===== config.mk =====
export PLATFORM = sky130hd
export DESIGN_NAME = inta_sequencer
export DESIGN_NICKNAME = d
export VERILOG_FILES = /design/src/rtl/inta_sequencer.sv
export SDC_FILE = /design/constraint.sdc
export NUM_CORES = 1
export LEC_CHECK = 0
export ABC_AREA = 1
export BUFFER_PORTS_ARGS = -buffer_cell sky130_fd_sc_hd__buf_2
export CORE_MARGIN = 1.5
export CORE_UTILIZATION = 30
export CTS_CLUSTER_DIAMETER = 120
export DETAILED_ROUTE_END_ITERATION = 16
export PLACE_DENSITY = 0.48
export SLEW_MARGIN = 20
export SYNTH_ARGS = -nofsm -noshare
export SYNTH_HDL_FRONTEND = slang
export SYNTH_SLANG_ARGS = --single-unit
export TNS_END_PERCENT = 100

===== constraint.sdc =====
create_clock -name clk -period 3.1 [get_ports clk]
set_input_delay 0.155 -clock clk [delete_from_list [all_inputs] [get_ports clk]]
set_output_delay 0.155 -clock clk [all_outputs]
set_load 0.02 [all_outputs]

===== src/rtl/inta_sequencer.sv =====
// inta_sequencer: interrupt acknowledge sequencer in the style of the 8259.
// It picks the highest-priority pending, unmasked request that outranks
// everything already in service, raises int_out, and runs the two-pulse
// INTA handshake. The first pulse latches the winning IR into isr and, on
// a cascaded master, drives the slave ID onto the cascade bus. The second
// pulse places the vector byte on the data bus.
//
// Ports:
//   clk, rst          clock, synchronous active-high reset
//   irr, imr          request levels and mask (1 = masked)
//   SNGL, SP          single mode / master(1) or slave(0) when cascaded
//   slaveReg          own slave ID (slave mode)
//   slave_map         master: IR lines that have a slave attached
//   vec_base          vector bits T7..T3
//   aeoi, eoi         automatic EOI enable, non-specific EOI strobe
//   inta_n            active-low acknowledge, synchronous to clk
//   casc_in           cascade bus as seen by a slave
//   int_out           interrupt request to CPU / master
//   casc_out, casc_oe cascade ID and its drive enable
//   isr               in-service register
//   data_out, data_oe vector byte and its drive enable
module inta_sequencer #(
  parameter int INTA_TIMEOUT = 15
) (
  input  logic       clk,
  input  logic       rst,
  input  logic [7:0] irr,
  input  logic [7:0] imr,
  input  logic       SNGL,
  input  logic       SP,
  input  logic [2:0] slaveReg,
  input  logic [7:0] slave_map,
  input  logic [4:0] vec_base,
  input  logic       aeoi,
  input  logic       eoi,
  input  logic       inta_n,
  input  logic [2:0] casc_in,
  output logic       int_out,
  output logic [2:0] casc_out,
  output logic       casc_oe,
  output logic [7:0] isr,
  output logic [7:0] data_out,
  output logic       data_oe
);

  typedef enum logic [2:0] {IDLE, WAIT1, ACK1, WAIT2, ACK2} state_t;

  state_t     state;
  logic       inta_p1;   // previous inta_n sample
  logic       match;     // slave: cascade bus addressed us on first INTA
  logic [7:0] cnt;
  logic [2:0] id;

  // Index of the lowest set bit, or 8 when the vector is empty.
  function automatic logic [3:0] lowest_idx(input logic [7:0] v);
    lowest_idx = 4'd8;
    for (int i = 7; i >= 0; i--) begin
      if (v[i]) lowest_idx = 4'(i);
    end
  endfunction

  logic [7:0] pend;
  logic [3:0] win;
  logic [3:0] isr_lo;
  logic       pend_any;
  logic       eligible;
  logic       fall;
  logic       rise;
  logic [2:0] ack_id;
  logic       vec_ok;
  logic [7:0] isr_nxt;

  assign pend     = irr & ~imr;
  assign win      = lowest_idx(pend);
  assign isr_lo   = lowest_idx(isr);
  assign pend_any = (pend != 8'd0);
  // An empty isr gives isr_lo = 8, so any pending request outranks it.
  assign eligible = pend_any && (win < isr_lo);
  assign fall     = !inta_n && inta_p1;
  assign rise     = inta_n && !inta_p1;
  // No request left at the first INTA: answer with the IR7 vector.
  assign ack_id   = pend_any ? win[2:0] : 3'd7;
  assign vec_ok   = SNGL || (SP && !slave_map[id]) || (!SP && match);

  // EOI works on the isr as it stood before this cycle's set, so a
  // same-cycle acknowledge keeps its new bit.
  always_comb begin
    isr_nxt = isr;
    if (eoi && !isr_lo[3]) isr_nxt = isr_nxt & ~(8'b1 << isr_lo[2:0]);
    if (state == WAIT1 && fall && pend_any) isr_nxt = isr_nxt | (8'b1 << win[2:0]);
    if (state == ACK2 && rise && aeoi) isr_nxt = isr_nxt & ~(8'b1 << id);
  end

  always_ff @(posedge clk) begin
    if (rst) begin
      state    <= IDLE;
      inta_p1  <= 1'b1;
      match    <= 1'b0;
      cnt      <= 8'd0;
      id       <= 3'd0;
      isr      <= 8'd0;
      int_out  <= 1'b0;
      casc_out <= 3'd0;
      casc_oe  <= 1'b0;
      data_out <= 8'd0;
      data_oe  <= 1'b0;
    end else begin
      inta_p1 <= inta_n;
      isr     <= isr_nxt;
      case (state)
        IDLE: begin
          if (eligible) begin
            state   <= WAIT1;
            int_out <= 1'b1;
          end
        end
        // int_out stays up even if the request goes away; the CPU is
        // already committed to acknowledging.
        WAIT1: begin
          if (fall) begin
            state   <= ACK1;
            int_out <= 1'b0;
            id      <= ack_id;
            match   <= (casc_in == slaveReg);
            if (!SNGL && SP && slave_map[ack_id]) begin
              casc_out <= ack_id;
              casc_oe  <= 1'b1;
            end
          end
        end
        ACK1: begin
          if (rise) begin
            state <= WAIT2;
            cnt   <= 8'd0;
          end
        end
        // A missing second INTA abandons the sequence but leaves isr set.
        WAIT2: begin
          if (fall) begin
            state    <= ACK2;
            data_out <= {vec_base, id};
            data_oe  <= vec_ok;
          end else if (cnt == 8'(INTA_TIMEOUT - 1)) begin
            state   <= IDLE;
            casc_oe <= 1'b0;
          end else begin
            cnt <= cnt + 8'd1;
          end
        end
        ACK2: begin
          if (rise) begin
            state   <= IDLE;
            data_oe <= 1'b0;
            casc_oe <= 1'b0;
          end
        end
        default: state <= IDLE;
      endcase
    end
  end

endmodule


Yosys cells after proc, flatten, opt, wreduce, memory -nomap -nowiden
Index checks and enable logic that the tools add are counted.
{ "totals": {"out_inout_bits": 22, "inputBits": 42, "ff_bits": 38} }
{ "classes": {"n_shift": 3, "n_bitwise": 7, "eq_ne": 16, "muxes": 46, "n_reduce_logical": 34, "order_cmp": 3, "n_addsub": 1} }
{ "op_table": {"columns": ["op", "n"], "rows": [
  ["4-bit 2-to-1 mux", 16],
  ["8-bit 2-to-1 mux", 6],
  ["8-bit AND", 3],
  ["8-bit inverter", 3],
  ["1-bit by 3-bit left shift with 8-bit output (first input constant)", 3],
  ["3-bit 2-to-1 mux", 7],
  ["2-bit != test (second input constant)", 8],
  ["8-bit one-hot mux with 2 select lines", 1],
  ["3-bit one-hot mux with 5 select lines", 1],
  ["1-bit logical AND", 12],
  ["1-bit 2-to-1 mux", 10],
  ["3-bit AND reduction", 3],
  ["8-bit by 1-bit adder with 8-bit output (second input constant)", 1],
  ["8-bit by 4-bit == test with 1-bit output (second input constant)", 1],
  ["3-bit by 4-bit less-than comparator with 1-bit output (second input constant)", 2],
  ["8-bit bitwise OR", 1],
  ["8-bit nonzero test", 1],
  ["1-bit binary-select mux with 3-bit select", 2],
  ["3-bit by 2-bit == test with 1-bit output (second input constant)", 2],
  ["1-bit logical NOT", 6],
  ["6-bit AND reduction", 1],
  ["2-bit nonzero test", 3],
  ["5-bit AND reduction", 1],
  ["4-bit less-than comparator", 1],
  ["other kinds (12)", 15]
]} }

Depth between registers and ports, before layout
{ "logic_depth": {"depth_word": 17, "ltp_mapped": 19} }

Worst setup path after synthesis
No wires, ideal clock.
{ "synth_path": {"kind": "flip-flop to flip-flop", "from": "reg isr[6]", "to": "reg state[0]", "stages_incl_launch_ff": 15, "arrival_time_ps": 1886, "setup_ps": 132, "required_ps": 2968, "synth_period_minus_slack_ps": 2018, "setup_slack_ps": 1082, "cell_sequence": "dfxtp_1 -> nor2_1 -> nor3_1 -> nor3_1 -> nor3_1 -> inv_1 -> ha_1 -> nand2_1 -> nand2_1 -> nand3_1 -> nand3_1 -> nand2_1 -> nand2_1 -> nand2_1 -> a21oi_1"} }
{ "synth_via": {"elab_chain_len": 11} }
{ "synth_rtl": {"columns": ["element", "line_no", "text"], "rows": [
  ["from (decl)", "41", "output logic [7:0] isr,"],
  ["from (signal assigned)", "109", "isr <= isr_nxt;"],
  ["4-bit 2-to-1 mux (7 in a row)", "58", "if (v[i]) lowest_idx = 4'(i);"],
  ["4-bit less-than comparator", "78", "assign eligible = pend_any && (win < isr_lo);"],
  ["1-bit logical AND", "78", null],
  ["2-bit != test (no line)", null, null],
  ["5-bit AND reduction (no line)", null, null],
  ["to (signal assigned)", "96", "state <= IDLE;"],
  ["to (signal assigned)", "113", "state <= WAIT1;"],
  ["to (signal assigned)", "121", "state <= ACK1;"],
  ["to (decl)", "48", "state_t state;"]
]} }
Every way passes these cells.
A chain may end at the register's enable or synchronous reset.

Worst setup path after layout
Same ends and word-level chain as after synthesis.

==> reports/metrics.cfg <==
[timing]
max_freq_ghz=0.4575
setup_viol=0
rsz0062_at_grt=no
slew_headroom_pct=61.56
fin_skew_ns=0.007254
fin_crit_ns=2.186
final.setup.tns_ns=0
worstMarginPinSlew_ns=0.5621
finalHoldViolations=0
drv_slew=0
period_share_pct=70.51

[critical_path]
critPathKind=flop to flop
r2r-end=state[0]$_SDFFE_PP0P_
reg2reg_slack_ns=0.91
cp_max_fo=4
critPathCaptureType=flop
worst_setup_path_start_kind=flop
r2r_cells=14
r2r-start=isr[6]$_SDFF_PP0_
worstPathArrival_ns=2.36
crit_required_ns=3.27

[cells_and_area]
nNetsFinal=454
areaGrowthSynthToFinish_pct=23.48
stdcell_area_um2=2796
drive_gt1_share_pct=21.13
filler_cell_count=840
antennaDiodeCount=0

[clock_network]
clock_latency_ns=0.29
cts_buffers=5
clock-sinks=38
cts_tree=done
clk_pin_slew_worst_paths_ns=0.08
cts_hold_buf=0
post-cts-setup-buffers=0
ctsLongestPathBuffers=2
ctsResizeCount=0
htreeDepth=2
clock-root-buffer=clkbuf_8

[drt]
avgRoutedWirePerCell_um=12.31
wirelength_um=6227
vias_per_cell=4.755
first_pass_iters=4
initialDrtViolationCount=163
drc=0
detail-route-antenna-nets=0
vias=2406

[global_route]
grt_pass1_vias=2267
grt_pass1_wl_um=10470
grt_antenna_before_repair=0
gr-total-overflow=0
grt_max_degree=21
grtUsageTotal_pct=15.91

[min_path]
hold_start=vec_base[4]
holdPathStages=3
hold_path_class=primary input to flop
whs_endpoint=data_out[7]$_SDFFE_PP0P_

[synth]
ys_ff_latch=38
ys_types=38
yosys_warnings=0
syn_area_per_cell_um2=6.622
synth_top_area_share_pct=33.59
syn_area_um2=2265
yosysSeqAreaShare_pct=33.59
dominantRegCellSynth=dfxtp_1
synth_cells=342
synthArstFlopShare_pct=0
synth_nets=389
synthTopCellsByArea=dfxtp_1 34%, nand2_1 12%, inv_1 8.6%
synth_area_leader_cell=dfxtp_1
synth_enable_flop_cells=0

[floorplanning]
die-area_um2=8079
design.core.area_um2=7292
start_util_pct=31.06
die-width_um=89.89
rows=31
die_h_um=89.89
ios=64

[pwr]
pwr_density_cell_nw_per_um2=539.8
peakVddDrop_mv=0.2583
p_leak_nw=1.349

[placed_design]
io_buffers=63
place_hpwl_um=4930
post_dp_cell_area_um2=2684
gp_congestion=0.8384

[status]
outcome=complete, no violations

[flow_run]
maxCapViolCount=0

[worst max-delay path, cell delays in order (launching register included)]
cell	delay (ns)
dfxtp_1	0.37
nor2_1	0.07
nor3_1	0.22
nor3_1	0.07
nor3_1	0.34
inv_1	0.16
ha_1	0.31
nand2_1	0.06
nand2_1	0.04
nand3_1	0.06
nand3_1	0.09
nand2_1	0.11
nand2_1	0.05
nand2_1	0.05
a21oi_1	0.05
[area by class of cell]
| type | count | area (um2) | share of cell area (%) |
|---|---|---|---|
| clock buffer | 6 | 82.58 | 2.953 |
| clock inverter | 1 | 30.03 | 1.074 |
| sequential | 38 | 760.7 | 27.20 |
| multi-input combinational | 243 | 1274 | 45.55 |
| inverter | 56 | 210.2 | 7.517 |
| timing repair buffer | 63 | 315.3 | 11.28 |
| tap | 99 | 123.9 | 4.430 |
[metrics by stage]
stage	hold slack (ns)	power, mW	worst slack [ns]	util [%]	cells
after floorplan	0.2600	0.9508	1.082	-	342
after global placement	0.3885	1.091	0.8723	36.81	499
after detailed placement	0.3887	1.089	0.8821	36.81	499
after CTS	0.07157	1.526	0.8764	38.35	506
after global routing	0.08544	1.618	0.5708	38.35	506
final	0.08343	1.510	0.9141	38.35	506
[power by group]
part	internal (mW)	switching, mW	total (mW)
combinational	0.165	0.315	0.480
clock	0.257	0.174	0.431
sequential	0.542	0.0566	0.599
total	0.964	0.545	1.51
[cells in the final DEF (no fill, tap or decap), types with 3 or more instances in the layout]
cell	netlist	final
nand2_1	73	73
buf_2	0	63
inv_1	52	52
dfxtp_1	38	38
nor2_1	34	34
a21oi_1	25	25
o21ai_0	21	21
nand3_1	20	20
nor3_1	12	12
a31oi_1	11	11
nand4_1	6	6
clkbuf_8	0	6
ha_1	5	5
nand2_2	4	4
nor4_1	3	3
inv_2	3	3
xnor2_1	3	3
[sequential cells by signal (all words and copies together), names as in the netlist]
register,cells
isr,8
data_oe,1
data_out,8
id,3
cnt,8
casc_out,3
match,1
int_out,1
casc_oe,1
state,3
inta_p1,1
[layer usage]
layer / routed length, um / track usage (%) / vias to the layer above
met5: 0 / 0 / -
met2: 2729 / 25.38 / 67
met1: 3115 / 21.68 / 1074
met4: 70 / 4.365 / 0
met3: 312 / 3.384 / 5
li1: - / - / 1260
[cells in the mapped netlist, types with 2 or more instances]
master and count:
inv_1 52, nand4_1 6, nor3b_1 2, a22oi_1 2
xnor2_1 3, nand3_1 20, nor3_1 12, a21oi_1 25
a211oi_1 2, nor2_1 34, nand2_2 4, o22ai_1 2
o21ai_0 21, a31oi_1 11, inv_2 3, a311oi_1 2
ha_1 5, dfxtp_1 38, nand2_1 73, nor4_1 3
nor2_4 2, clkbuf_1 4
[worst max-delay path by stage]
stage                                  from                    end  slack, ns  depth (start not counted)
after floorplan           isr[6]$_SDFF_PP0_  state[0]$_SDFFE_PP0P_       1.08                         14
after global placement    isr[6]$_SDFF_PP0_  state[0]$_SDFFE_PP0P_       0.87                         14
after detailed placement  isr[6]$_SDFF_PP0_  state[1]$_SDFFE_PP0P_       0.88                         13
after CTS                 isr[6]$_SDFF_PP0_  state[0]$_SDFFE_PP0P_       0.88                         14
after global routing      isr[6]$_SDFF_PP0_  state[1]$_SDFFE_PP0P_       0.57                         13
final                     isr[6]$_SDFF_PP0_  state[0]$_SDFFE_PP0P_       0.91                         14
[cells by family after synthesis]
| logic type | after synthesis | synth area share (%) |
|---|---|---|
| buffers and inverters | 61 | 10.17 |
| adders and majority gates | 5 | 2.762 |
| xor gates and xnor gates | 4 | 1.547 |
| AOI/OAI and AO/OA | 72 | 18.23 |
| and+or+nand+nor | 162 | 33.70 |
| DFF | 38 | 33.59 |
No activity file was read; power rests on OpenSTA's default activity.
